<file path="src/rtl/ap_ctrl_txn_tracker.sv">
// Passive observer of an HLS ap_ctrl handshake: pairs start and done events into
// timestamped transaction records and hands them out through a FWFT record FIFO.
module ap_ctrl_txn_tracker #(
  parameter int CNT_W          = 32,
  parameter int ID_W           = 16,
  parameter int INFLIGHT_DEPTH = 4,
  parameter int OUT_DEPTH      = 4
) (
  input  logic                                 clock,
  input  logic                                 reset,
  input  logic                                 ap_start,
  input  logic                                 ap_ready,
  input  logic                                 ap_done,
  input  logic                                 ap_continue,
  input  logic                                 finish,
  output logic                                 rec_valid,
  input  logic                                 rec_ready,
  output logic [ID_W-1:0]                      rec_id,
  output logic [CNT_W-1:0]                     rec_start,
  output logic [CNT_W-1:0]                     rec_end,
  output logic [CNT_W-1:0]                     rec_latency,
  output logic [CNT_W-1:0]                     rec_ii,
  output logic [$clog2(INFLIGHT_DEPTH+1)-1:0]  inflight,
  output logic                                 ovf_err,
  output logic                                 unf_err,
  output logic                                 drained
);

  localparam int IF_AW = $clog2(INFLIGHT_DEPTH);
  localparam int IF_CW = $clog2(INFLIGHT_DEPTH + 1);
  localparam int OF_AW = $clog2(OUT_DEPTH);
  localparam int OF_CW = $clog2(OUT_DEPTH + 1);

  typedef enum logic [1:0] {
    ST_RUN   = 2'd0,
    ST_DRAIN = 2'd1,
    ST_DONE  = 2'd2
  } state_e;

  state_e           state_q, state_d;
  logic             drained_q;

  logic [CNT_W-1:0] cycle_cnt_q, cycle_cnt_d;
  logic [ID_W-1:0]  next_id_q, next_id_d;
  logic [CNT_W-1:0] last_start_q, last_start_d;
  logic             have_prev_q, have_prev_d;
  logic             ovf_q, ovf_d;
  logic             unf_q, unf_d;

  logic [ID_W-1:0]  if_id_q    [INFLIGHT_DEPTH];
  logic [CNT_W-1:0] if_start_q [INFLIGHT_DEPTH];
  logic [CNT_W-1:0] if_ii_q    [INFLIGHT_DEPTH];
  logic [IF_AW-1:0] if_wr_q, if_wr_d, if_rd_q, if_rd_d;
  logic [IF_CW-1:0] if_cnt_q, if_cnt_d;

  logic [ID_W-1:0]  of_id_q    [OUT_DEPTH];
  logic [CNT_W-1:0] of_start_q [OUT_DEPTH];
  logic [CNT_W-1:0] of_end_q   [OUT_DEPTH];
  logic [CNT_W-1:0] of_lat_q   [OUT_DEPTH];
  logic [CNT_W-1:0] of_ii_q    [OUT_DEPTH];
  logic [OF_AW-1:0] of_wr_q, of_wr_d, of_rd_q, of_rd_d;
  logic [OF_CW-1:0] of_cnt_q, of_cnt_d;

  logic             s_ev, d_ev, if_empty, if_full, of_full;
  logic             bypass, if_push, if_pop, rec_gen, of_push, of_pop;
  logic             drop_start, drop_rec, underflow;
  logic [CNT_W-1:0] ii_now;
  logic [ID_W-1:0]  rec_id_s;
  logic [CNT_W-1:0] rec_start_s, rec_lat_s, rec_ii_s;

  // Event decode and FIFO push/pop arbitration
  always_comb begin
    s_ev     = ap_start & ap_ready & (state_q == ST_RUN);
    d_ev     = ap_done & ap_continue & (state_q != ST_DONE);
    if_empty = (if_cnt_q == {IF_CW{1'b0}});
    if_full  = (if_cnt_q == IF_CW'(INFLIGHT_DEPTH));
    of_full  = (of_cnt_q == OF_CW'(OUT_DEPTH));

    // A start and done together with nothing outstanding is a zero-latency block.
    bypass     = s_ev & d_ev & if_empty;
    if_pop     = d_ev & ~if_empty;
    if_push    = s_ev & ~bypass & (~if_full | if_pop);
    drop_start = s_ev & ~bypass & ~if_push;
    underflow  = d_ev & if_empty & ~s_ev;
    rec_gen    = bypass | if_pop;

    of_pop   = (of_cnt_q != {OF_CW{1'b0}}) & rec_ready;
    of_push  = rec_gen & (~of_full | of_pop);
    drop_rec = rec_gen & ~of_push;

    if (have_prev_q) begin
      ii_now = cycle_cnt_q - last_start_q;
    end else begin
      ii_now = {CNT_W{1'b0}};
    end

    if (bypass) begin
      rec_id_s    = next_id_q;
      rec_start_s = cycle_cnt_q;
      rec_ii_s    = ii_now;
    end else begin
      rec_id_s    = if_id_q[if_rd_q];
      rec_start_s = if_start_q[if_rd_q];
      rec_ii_s    = if_ii_q[if_rd_q];
    end
    rec_lat_s = cycle_cnt_q - rec_start_s;
  end

  // Next-state for counters, pointers, start history and sticky errors
  always_comb begin
    cycle_cnt_d = cycle_cnt_q + {{(CNT_W-1){1'b0}}, 1'b1};

    if (bypass | if_push) begin
      next_id_d    = next_id_q + {{(ID_W-1){1'b0}}, 1'b1};
      last_start_d = cycle_cnt_q;
      have_prev_d  = 1'b1;
    end else begin
      next_id_d    = next_id_q;
      last_start_d = last_start_q;
      have_prev_d  = have_prev_q;
    end

    if (if_push) begin
      if_wr_d = if_wr_q + {{(IF_AW-1){1'b0}}, 1'b1};
    end else begin
      if_wr_d = if_wr_q;
    end
    if (if_pop) begin
      if_rd_d = if_rd_q + {{(IF_AW-1){1'b0}}, 1'b1};
    end else begin
      if_rd_d = if_rd_q;
    end
    if_cnt_d = if_cnt_q + IF_CW'(if_push) - IF_CW'(if_pop);

    if (of_push) begin
      of_wr_d = of_wr_q + {{(OF_AW-1){1'b0}}, 1'b1};
    end else begin
      of_wr_d = of_wr_q;
    end
    if (of_pop) begin
      of_rd_d = of_rd_q + {{(OF_AW-1){1'b0}}, 1'b1};
    end else begin
      of_rd_d = of_rd_q;
    end
    of_cnt_d = of_cnt_q + OF_CW'(of_push) - OF_CW'(of_pop);

    ovf_d = ovf_q | drop_start | drop_rec;
    unf_d = unf_q | underflow;
  end

  // Run/drain/done sequencing; drain completes once both FIFOs will be empty
  always_comb begin
    state_d = state_q;
    case (state_q)
      ST_RUN: begin
        if (finish) begin
          state_d = ST_DRAIN;
        end else begin
          state_d = ST_RUN;
        end
      end
      ST_DRAIN: begin
        if ((if_cnt_d == {IF_CW{1'b0}}) && (of_cnt_d == {OF_CW{1'b0}})) begin
          state_d = ST_DONE;
        end else begin
          state_d = ST_DRAIN;
        end
      end
      ST_DONE: state_d = ST_DONE;
      default: state_d = ST_RUN;
    endcase
  end

  // FSM state and its registered drained flag
  always_ff @(posedge clock or negedge reset) begin
    if (!reset) begin
      state_q   <= ST_RUN;
      drained_q <= 1'b0;
    end else begin
      state_q   <= state_d;
      drained_q <= (state_d == ST_DONE);
    end
  end

  // Counters, pointers, start history and sticky error flags
  always_ff @(posedge clock or negedge reset) begin
    if (!reset) begin
      cycle_cnt_q  <= {CNT_W{1'b0}};
      next_id_q    <= {ID_W{1'b0}};
      last_start_q <= {CNT_W{1'b0}};
      have_prev_q  <= 1'b0;
      if_wr_q      <= {IF_AW{1'b0}};
      if_rd_q      <= {IF_AW{1'b0}};
      if_cnt_q     <= {IF_CW{1'b0}};
      of_wr_q      <= {OF_AW{1'b0}};
      of_rd_q      <= {OF_AW{1'b0}};
      of_cnt_q     <= {OF_CW{1'b0}};
      ovf_q        <= 1'b0;
      unf_q        <= 1'b0;
    end else begin
      cycle_cnt_q  <= cycle_cnt_d;
      next_id_q    <= next_id_d;
      last_start_q <= last_start_d;
      have_prev_q  <= have_prev_d;
      if_wr_q      <= if_wr_d;
      if_rd_q      <= if_rd_d;
      if_cnt_q     <= if_cnt_d;
      of_wr_q      <= of_wr_d;
      of_rd_q      <= of_rd_d;
      of_cnt_q     <= of_cnt_d;
      ovf_q        <= ovf_d;
      unf_q        <= unf_d;
    end
  end

  // In-flight entry storage
  always_ff @(posedge clock or negedge reset) begin
    if (!reset) begin
      for (int i = 0; i < INFLIGHT_DEPTH; i++) begin
        if_id_q[i]    <= {ID_W{1'b0}};
        if_start_q[i] <= {CNT_W{1'b0}};
        if_ii_q[i]    <= {CNT_W{1'b0}};
      end
    end else if (if_push) begin
      if_id_q[if_wr_q]    <= next_id_q;
      if_start_q[if_wr_q] <= cycle_cnt_q;
      if_ii_q[if_wr_q]    <= ii_now;
    end else begin
      if_id_q[if_wr_q]    <= if_id_q[if_wr_q];
      if_start_q[if_wr_q] <= if_start_q[if_wr_q];
      if_ii_q[if_wr_q]    <= if_ii_q[if_wr_q];
    end
  end

  // Completed-record storage; zeroed on reset so idle outputs read 0
  always_ff @(posedge clock or negedge reset) begin
    if (!reset) begin
      for (int i = 0; i < OUT_DEPTH; i++) begin
        of_id_q[i]    <= {ID_W{1'b0}};
        of_start_q[i] <= {CNT_W{1'b0}};
        of_end_q[i]   <= {CNT_W{1'b0}};
        of_lat_q[i]   <= {CNT_W{1'b0}};
        of_ii_q[i]    <= {CNT_W{1'b0}};
      end
    end else if (of_push) begin
      of_id_q[of_wr_q]    <= rec_id_s;
      of_start_q[of_wr_q] <= rec_start_s;
      of_end_q[of_wr_q]   <= cycle_cnt_q;
      of_lat_q[of_wr_q]   <= rec_lat_s;
      of_ii_q[of_wr_q]    <= rec_ii_s;
    end else begin
      of_id_q[of_wr_q]    <= of_id_q[of_wr_q];
      of_start_q[of_wr_q] <= of_start_q[of_wr_q];
      of_end_q[of_wr_q]   <= of_end_q[of_wr_q];
      of_lat_q[of_wr_q]   <= of_lat_q[of_wr_q];
      of_ii_q[of_wr_q]    <= of_ii_q[of_wr_q];
    end
  end

  assign rec_valid   = (of_cnt_q != {OF_CW{1'b0}});
  assign rec_id      = of_id_q[of_rd_q];
  assign rec_start   = of_start_q[of_rd_q];
  assign rec_end     = of_end_q[of_rd_q];
  assign rec_latency = of_lat_q[of_rd_q];
  assign rec_ii      = of_ii_q[of_rd_q];
  assign inflight    = if_cnt_q;
  assign ovf_err     = ovf_q;
  assign unf_err     = unf_q;
  assign drained     = drained_q;

endmodule

</file>
<file path="config.mk">
export PLATFORM = sky130hd
export DESIGN_NAME = ap_ctrl_txn_tracker
export DESIGN_NICKNAME = d
export VERILOG_FILES = /design/src/rtl/ap_ctrl_txn_tracker.sv
export SDC_FILE = /design/constraint.sdc
export NUM_CORES = 2
export LEC_CHECK = 0
export ABC_CLOCK_PERIOD_IN_PS = 6000
export BUFFER_PORTS_ARGS = -buffer_cell sky130_fd_sc_hd__buf_4
export CORE_UTILIZATION = 55
export DETAILED_ROUTE_END_ITERATION = 8
export HOLD_SLACK_MARGIN = 0.15
export PLACE_DENSITY = 0.72
export SYNTH_ARGS = -nofsm -noshare
export SYNTH_HDL_FRONTEND = slang
export SYNTH_SLANG_ARGS = --single-unit
</file>
<file path="constraint.sdc">
create_clock -name clock -period 6 [get_ports clock]
set_clock_uncertainty 0.15 [all_clocks]
set_input_delay 0.3 -clock clock [delete_from_list [all_inputs] [get_ports clock]]
set_output_delay 0.3 -clock clock [all_outputs]
set_load 0.02 [all_outputs]
</file>
# --- Word-level counts from Yosys, hierarchy flattened ---
# Index checks and enable logic that the tools add are counted.
# Widths: inputs -> output; s select.
op_classes:
  addsub: 12
  n_lt_le_gt_ge: 6
  n_eq_ne: 6
  muxes: 87
  bitwise_logic: 33
  n_reduce_logical: 8
ops:
  columns: ["operator", "n"]
  rows:
  - ["$bwmux 128", 12]
  - ["$mux 32", 29]
  - ["$bmux 32 s2", 12]
  - ["$mux 128", 6]
  - ["$bwmux 64", 4]
  - ["$mux 16", 11]
  - ["$bmux 16 s2", 4]
  - ["$demux 32 s2", 2]
  - ["$mux 64", 2]
  - ["$demux 16 s2", 2]
  - ["$sub 32x32->32", 2]
  - ["$add 32x1->32 const B", 1]
  - ["$add 16x1->16 const B", 1]
  - ["$and 1x1->1", 15]
  - ["$ge 3x3->1 const B", 4]
  - ["$not 2->3", 4]
  - ["$logic_not 3->1", 3]
  - ["$add 2x1->2 const B", 4]
  - ["$not 1->1", 7]
  - ["$or 1x1->1", 7]
  - ["$add 3x1->3", 2]
  - ["$eq 3x3->1 const B", 2]
  - ["$lt 3x1->1 const B", 2]
  - ["$pmux 2 s3", 1]
  - ["9 further kinds", 13]
totals:
  ff_bits: 996
  inputBits: 8
  output_inout_bits: 151
  wordCells: 198

# --- Longest topological paths before layout ---
depth:
  ltp_word: 14
  mapped_depth: 20
  depth_no_buf: 18

# --- Worst setup path after synthesis ---
# Ideal clock, no wire load.
synth_path:
  kind: "flip-flop to flip-flop"
  startpoint: "register if_rd_q[0]"
  endpoint: "register of_lat_q[123] (netlist bit)"
  setup_ns: 0.134
  arrival_time_ns: 4.265
  required_ns: 5.716
  slack_ns: 1.451
  stages_incl_launch_ff: 15
  synth_period_minus_slack_ns: 4.549
  path_cell_list: "dfrtp_1 > clkbuf_1 > buf_1 > mux4_2 > mux2i_1 > ha_1 > and2_4 > a221o_1 > o31ai_4 > o2111ai_2 > a21bo_1 > o2111a_1 > or3_1 > a31oi_2 > a21oi_1"
synth_via:
  elab_chain_len: 8
synth_rtl:
  columns: ["item", "line_no", "rtl"]
  rows:
  - ["start, declared", "53", "logic [IF_AW-1:0] if_wr_q, if_wr_d, if_rd_q, if_rd_d;"]
  - ["start signal, assigned", "193", "if_rd_q <= {IF_AW{1'b0}};"]
  - ["start signal, assigned", "206", "if_rd_q <= if_rd_d;"]
  - ["$not 2->3 (not written as such)", "103", "rec_start_s = if_start_q[if_rd_q];"]
  - ["$bmux 32 s2", "103", null]
  - ["$mux 32 (not written as such) (2 in series)", "103", null]
  - ["$mux 32", "97", "if (bypass) begin"]
  - ["$sub 32x32->32", "106", "rec_lat_s = cycle_cnt_q - rec_start_s;"]
  - ["$bwmux 128", "249", "of_lat_q[of_wr_q] <= rec_lat_s;"]
  - ["$mux 128", "245", "end else if (of_push) begin"]
  - ["end signal, assigned by index", "242", "of_lat_q[i] <= {CNT_W{1'b0}};"]
  - ["end signal, assigned by index", "249", null]
  - ["end signal, assigned by index", "255", "of_lat_q[of_wr_q] <= of_lat_q[of_wr_q];"]
  - ["end, declared", "59", "logic [CNT_W-1:0] of_lat_q [OUT_DEPTH];"]
# No other way between the ends. The select of a mux whose other input is x is not followed.
# A chain may end at the register's enable or synchronous reset.

# --- Final worst setup path ---
layout_path:
  startpoint: "register state_q[0]"
  endpoint: "register of_lat_q[60] (netlist bit)"
layout_via:
  elab_chain_len: 8
layout_rtl:
  columns: ["item", "line_no", "rtl"]
  rows:
  - ["start, declared", "40", "state_e state_q, state_d;"]
  - ["start signal, assigned", "180", "state_q <= state_d;"]
  - ["$ne 2x2->1 / $logic_not 2->1 (equally long branches)", "74, 73", null]
  - ["$and 1x1->1 (on tied branches)", "74, 73", null]
  - ["$and 1x1->1 (2 in series)", "80", "bypass = s_ev & d_ev & if_empty;"]
  - ["$mux 32", "97", null]
  - ["$sub 32x32->32", "106", null]
  - ["$bwmux 128", "249", null]
  - ["$mux 128 (*)", "245", null]
# Every way passes the cells marked *; elsewhere a longest branch is shown, timed or not.

==> impl_metrics.toml <==
[timing]
worstMarginPinSlew_ns = 1.13
drv_slew = 0
final_hold_viol_count = 0
setup_tns_ns = 0
period_minus_slack_ns = 5.37
rsz0062_at_grt = "no"
post-route-period-util_pct = 89.5
setup_viol = 0
slew_headroom_pct = 24.1
fmax_ghz = 0.186

[clock_network]
clockBufferDepth = 3
numCtsBuffers = 104
cts_tree = "built"
cts_max_level = 3
cts_root_buf = "clkbuf_16"
path_clk_slew_ns = 0.06
cts_resized = 0
clock-sinks = 996
worstSkewPairLatency_ns = 0.70

[grt]
grt_pass1_wl_microns = 226000
grt_max_degree = 163
grt_pass1_vias = 38800
track_usage_pct = 29.5
antenna_found_initial = 6
grt.overflow.total = 0

[layout]
seqCellArea_sq_um = 25000
final_net_count = 4644
multiInputGateArea_sq_um = 26700
layout.cells.non_filler = 5902
drive_above_1_share_pct = 24.7
antenna_cells = 0
fin_area_sq_um = 59000
synthToLayoutAreaGrowth_pct = 11.1
final_util_pct = 61.9
fill_cells = 7373

[run]
cap_violations = 0

[setup_path]
required_ns = 6.38
max_stage_delay_ns = 0.43
critPathMaxFanout = 18
start_kind = "flip-flop"
path_cells = "nand2b_1 > nand3_1 > nor2_1 > nand2_4 > buf_4 > nand2_1 > o21ai_0 > ha_1 > inv_1 > fa_1 > a21o_1 > a221o_1 > a22oi_1 > o2111ai_1 > a31o_2 > and3_1 > or3_1 > a31oi_2 > a21oi_1"
cp.arrival_ns = 5.75
cp_slowest_cell = "fa_1"
path_buf_inv = 2
crit_type = "flip-flop to flip-flop"
critPathTopFamily = "compound AO/OA/AOI/OAI gates"
critPathCaptureType = "flip-flop"

[placement]
place_area_sq_um = 55400
gp_congestion = 0.917
dp_hpwl_microns = 91300
io_buffers = 158
dp_cells = 5704

[route]
ant_nets = 0
dr_total_vias = 38400
wire_per_inst_microns = 24.2
drt_pass1_iterations = 6
drcViolationCount = 0
routed_wl_microns = 143000
routed_via_density = 6.51
drt_iter0_drc = 3952

[logic_synthesis]
synth_top_cell_by_area = "dfrtp_1"
synth_top_family_by_area = "multiplexers"
synth_area_leaders = "dfrtp_1, mux4_2, a21oi_1"
synthAdderAreaFrac_pct = 1.96
synth-edff-count = 0
yosys-top-cells-count = "dfrtp_1, nor2_1, a21oi_1"
syn_area_sq_um = 53200
yosysMostFrequentCell = "dfrtp_1"
ys.warnings.count = 0
syn_area_per_cell_sq_um = 11.6
synth_top_area_share_pct = 46.9
synthesis.nets = 4660
synth.area.mux_share_pct = 27.3
synth.ff_latch_count = 996
synthArstFlopShare_pct = 100
yosys.area_share.simple_pct = 8.59
synthCells = 4571
synth_seq_area_share_pct = 46.9
synth_cell_types = 76
synth-compound-area-share_pct = 10.4
synth_xor_area_share_pct = 1.65
synth_ff_type = "dfrtp_1"

[pwr]
p_total_mw = 36.0
cellLeakagePower_nw = 23.9
vdd_drop_max_mv = 0.399
pwr_density_cell_nw_per_um2 = 609

[die]
dieWidth_microns = 313
dieArea_sq_um = 97900
die_y_microns = 313
rows = 113
core-area_sq_um = 95400
io_pins = 159
start_util_pct = 55.7

[status]
status = "finished, final reports clean"

[hold_path]
hp-class = "primary input to flip-flop"
[state kept, by name (all words and copies together) (netlist names), 16 cells and up]
register	flops
of_id_q	64
of_lat_q	128
cycle_cnt_q	32
of_start_q	128
if_id_q	64
if_ii_q	128
if_start_q	128
of_ii_q	128
last_start_q	32
of_end_q	128
next_id_q	16
[worst register-to-register path, stage by stage (launching register included)]
cell and delay, ns:
dfrtp_1 0.40, nand2b_1 0.19, nand3_1 0.32, nor2_1 0.15, nand2_4 0.17, buf_4 0.36, nand2_1 0.09, o21ai_0 0.20
ha_1 0.24, inv_1 0.05, fa_1 0.43, a21o_1 0.21, a221o_1 0.34, a22oi_1 0.27, o2111ai_1 0.37, a31o_2 0.41
and3_1 0.18, or3_1 0.33, a31oi_2 0.27, a21oi_1 0.11
[placed cells by master, fill, tap and decap left out, types with 8 or more instances in the layout]
| master | instances |
|---|---|
| a21oi_1 | 680 |
| o211ai_1 | 11 |
| dlygate4sd3_1 | 9 |
| nand2_1 | 226 |
| xor2_1 | 31 |
| buf_4 | 204 |
| ha_4 | 8 |
| nand3_1 | 55 |
| nor3_1 | 20 |
| o21ai_0 | 115 |
| mux2_2 | 272 |
| dfrtp_1 | 988 |
| or3_1 | 18 |
| mux2i_1 | 136 |
| o21a_1 | 11 |
| xnor2_1 | 69 |
| ha_1 | 69 |
| and2_1 | 23 |
| dfrtp_4 | 8 |
| and3_1 | 24 |
| bufinv_16 | 8 |
| clkinv_2 | 10 |
| inv_1 | 72 |
| clkbuf_16 | 107 |
| a31oi_1 | 57 |
| clkbuf_8 | 31 |
| nand4_1 | 15 |
| mux4_2 | 448 |
| buf_12 | 19 |
| a211oi_1 | 8 |
| a21o_1 | 37 |
| clkbuf_1 | 28 |
| nor2_1 | 697 |
[worst paths after layout]
path	from	to	slack [ns]	depth (start not counted)
min reg2reg	ovf_err	ovf_err	0.34	1
max reg2reg	state_q[0]	of_lat_q[60]	0.63	19
min	ap_start	ovf_err	0.22	4
min in group asynchronous	reset	of_ii_q[59]	0.68	4
max	state_q[0]	of_lat_q[60]	0.63	19
max in group asynchronous	reset	of_rd_q[1]	3.98	4
[routing by layer]
metal / vias up / track usage, % / wire length (microns)
li1: 16700 / - / -
met3: 270 / 4.63 / 10300
met5: - / 0 / 35
met1: 19800 / 41.5 / 58800
met2: 1540 / 47.1 / 68900
met4: 6 / 10.7 / 4750
[where the power goes]
group | switching [mW] | internal (mW) | total [mW]
clock network | 2.72 | 3.98 | 6.70
logic | 9.85 | 8.10 | 18.0
registers | 2.13 | 9.18 | 11.3
[cells by family (layout without fill, tap and decap cells)]
| logic type | count (synthesis) | count (layout) |
|---|---|---|
| multiplexers | 856 | 856 |
| XOR/XNOR | 100 | 100 |
| AND/OR/NAND/NOR | 1111 | 1111 |
| adder cells (fa/ha/maj) | 81 | 81 |
| AO/OA/AOI/OAI | 998 | 998 |
| buffers and inverters | 429 | 495 |
| flip-flops | 996 | 996 |
[layout make-up]
type,count,area share (%)
Clock buffer,166,5.44
Sequential cell,996,42.3
Inverter,74,0.483
Tap cell,1265,2.68
Multi-Input combinational cell,3146,45.2
Clock inverter,22,0.551
Timing Repair Buffer,233,3.42
[per-stage QoR]
step / hold slack, ns / setup slack, ns
3_5_place_dp: 0.0788 / 0.708
5_1_grt: 0.260 / 0.299
3_3_place_gp: 0.0735 / 0.805
4_1_cts: 0.187 / 0.710
6_report: 0.219 / 0.631
2_1_floorplan: -0.146 / 1.45
[what timing repair did]
| item | CTS | global route |
|---|---|---|
| setup endpoints to repair | 0 | 0 |
| buffers inserted | 0 | 0 |
| hold buffers | 10 | 0 |
| hold endpoints to repair | 1001 | 0 |
No activity file was read; power rests on OpenSTA's default activity.
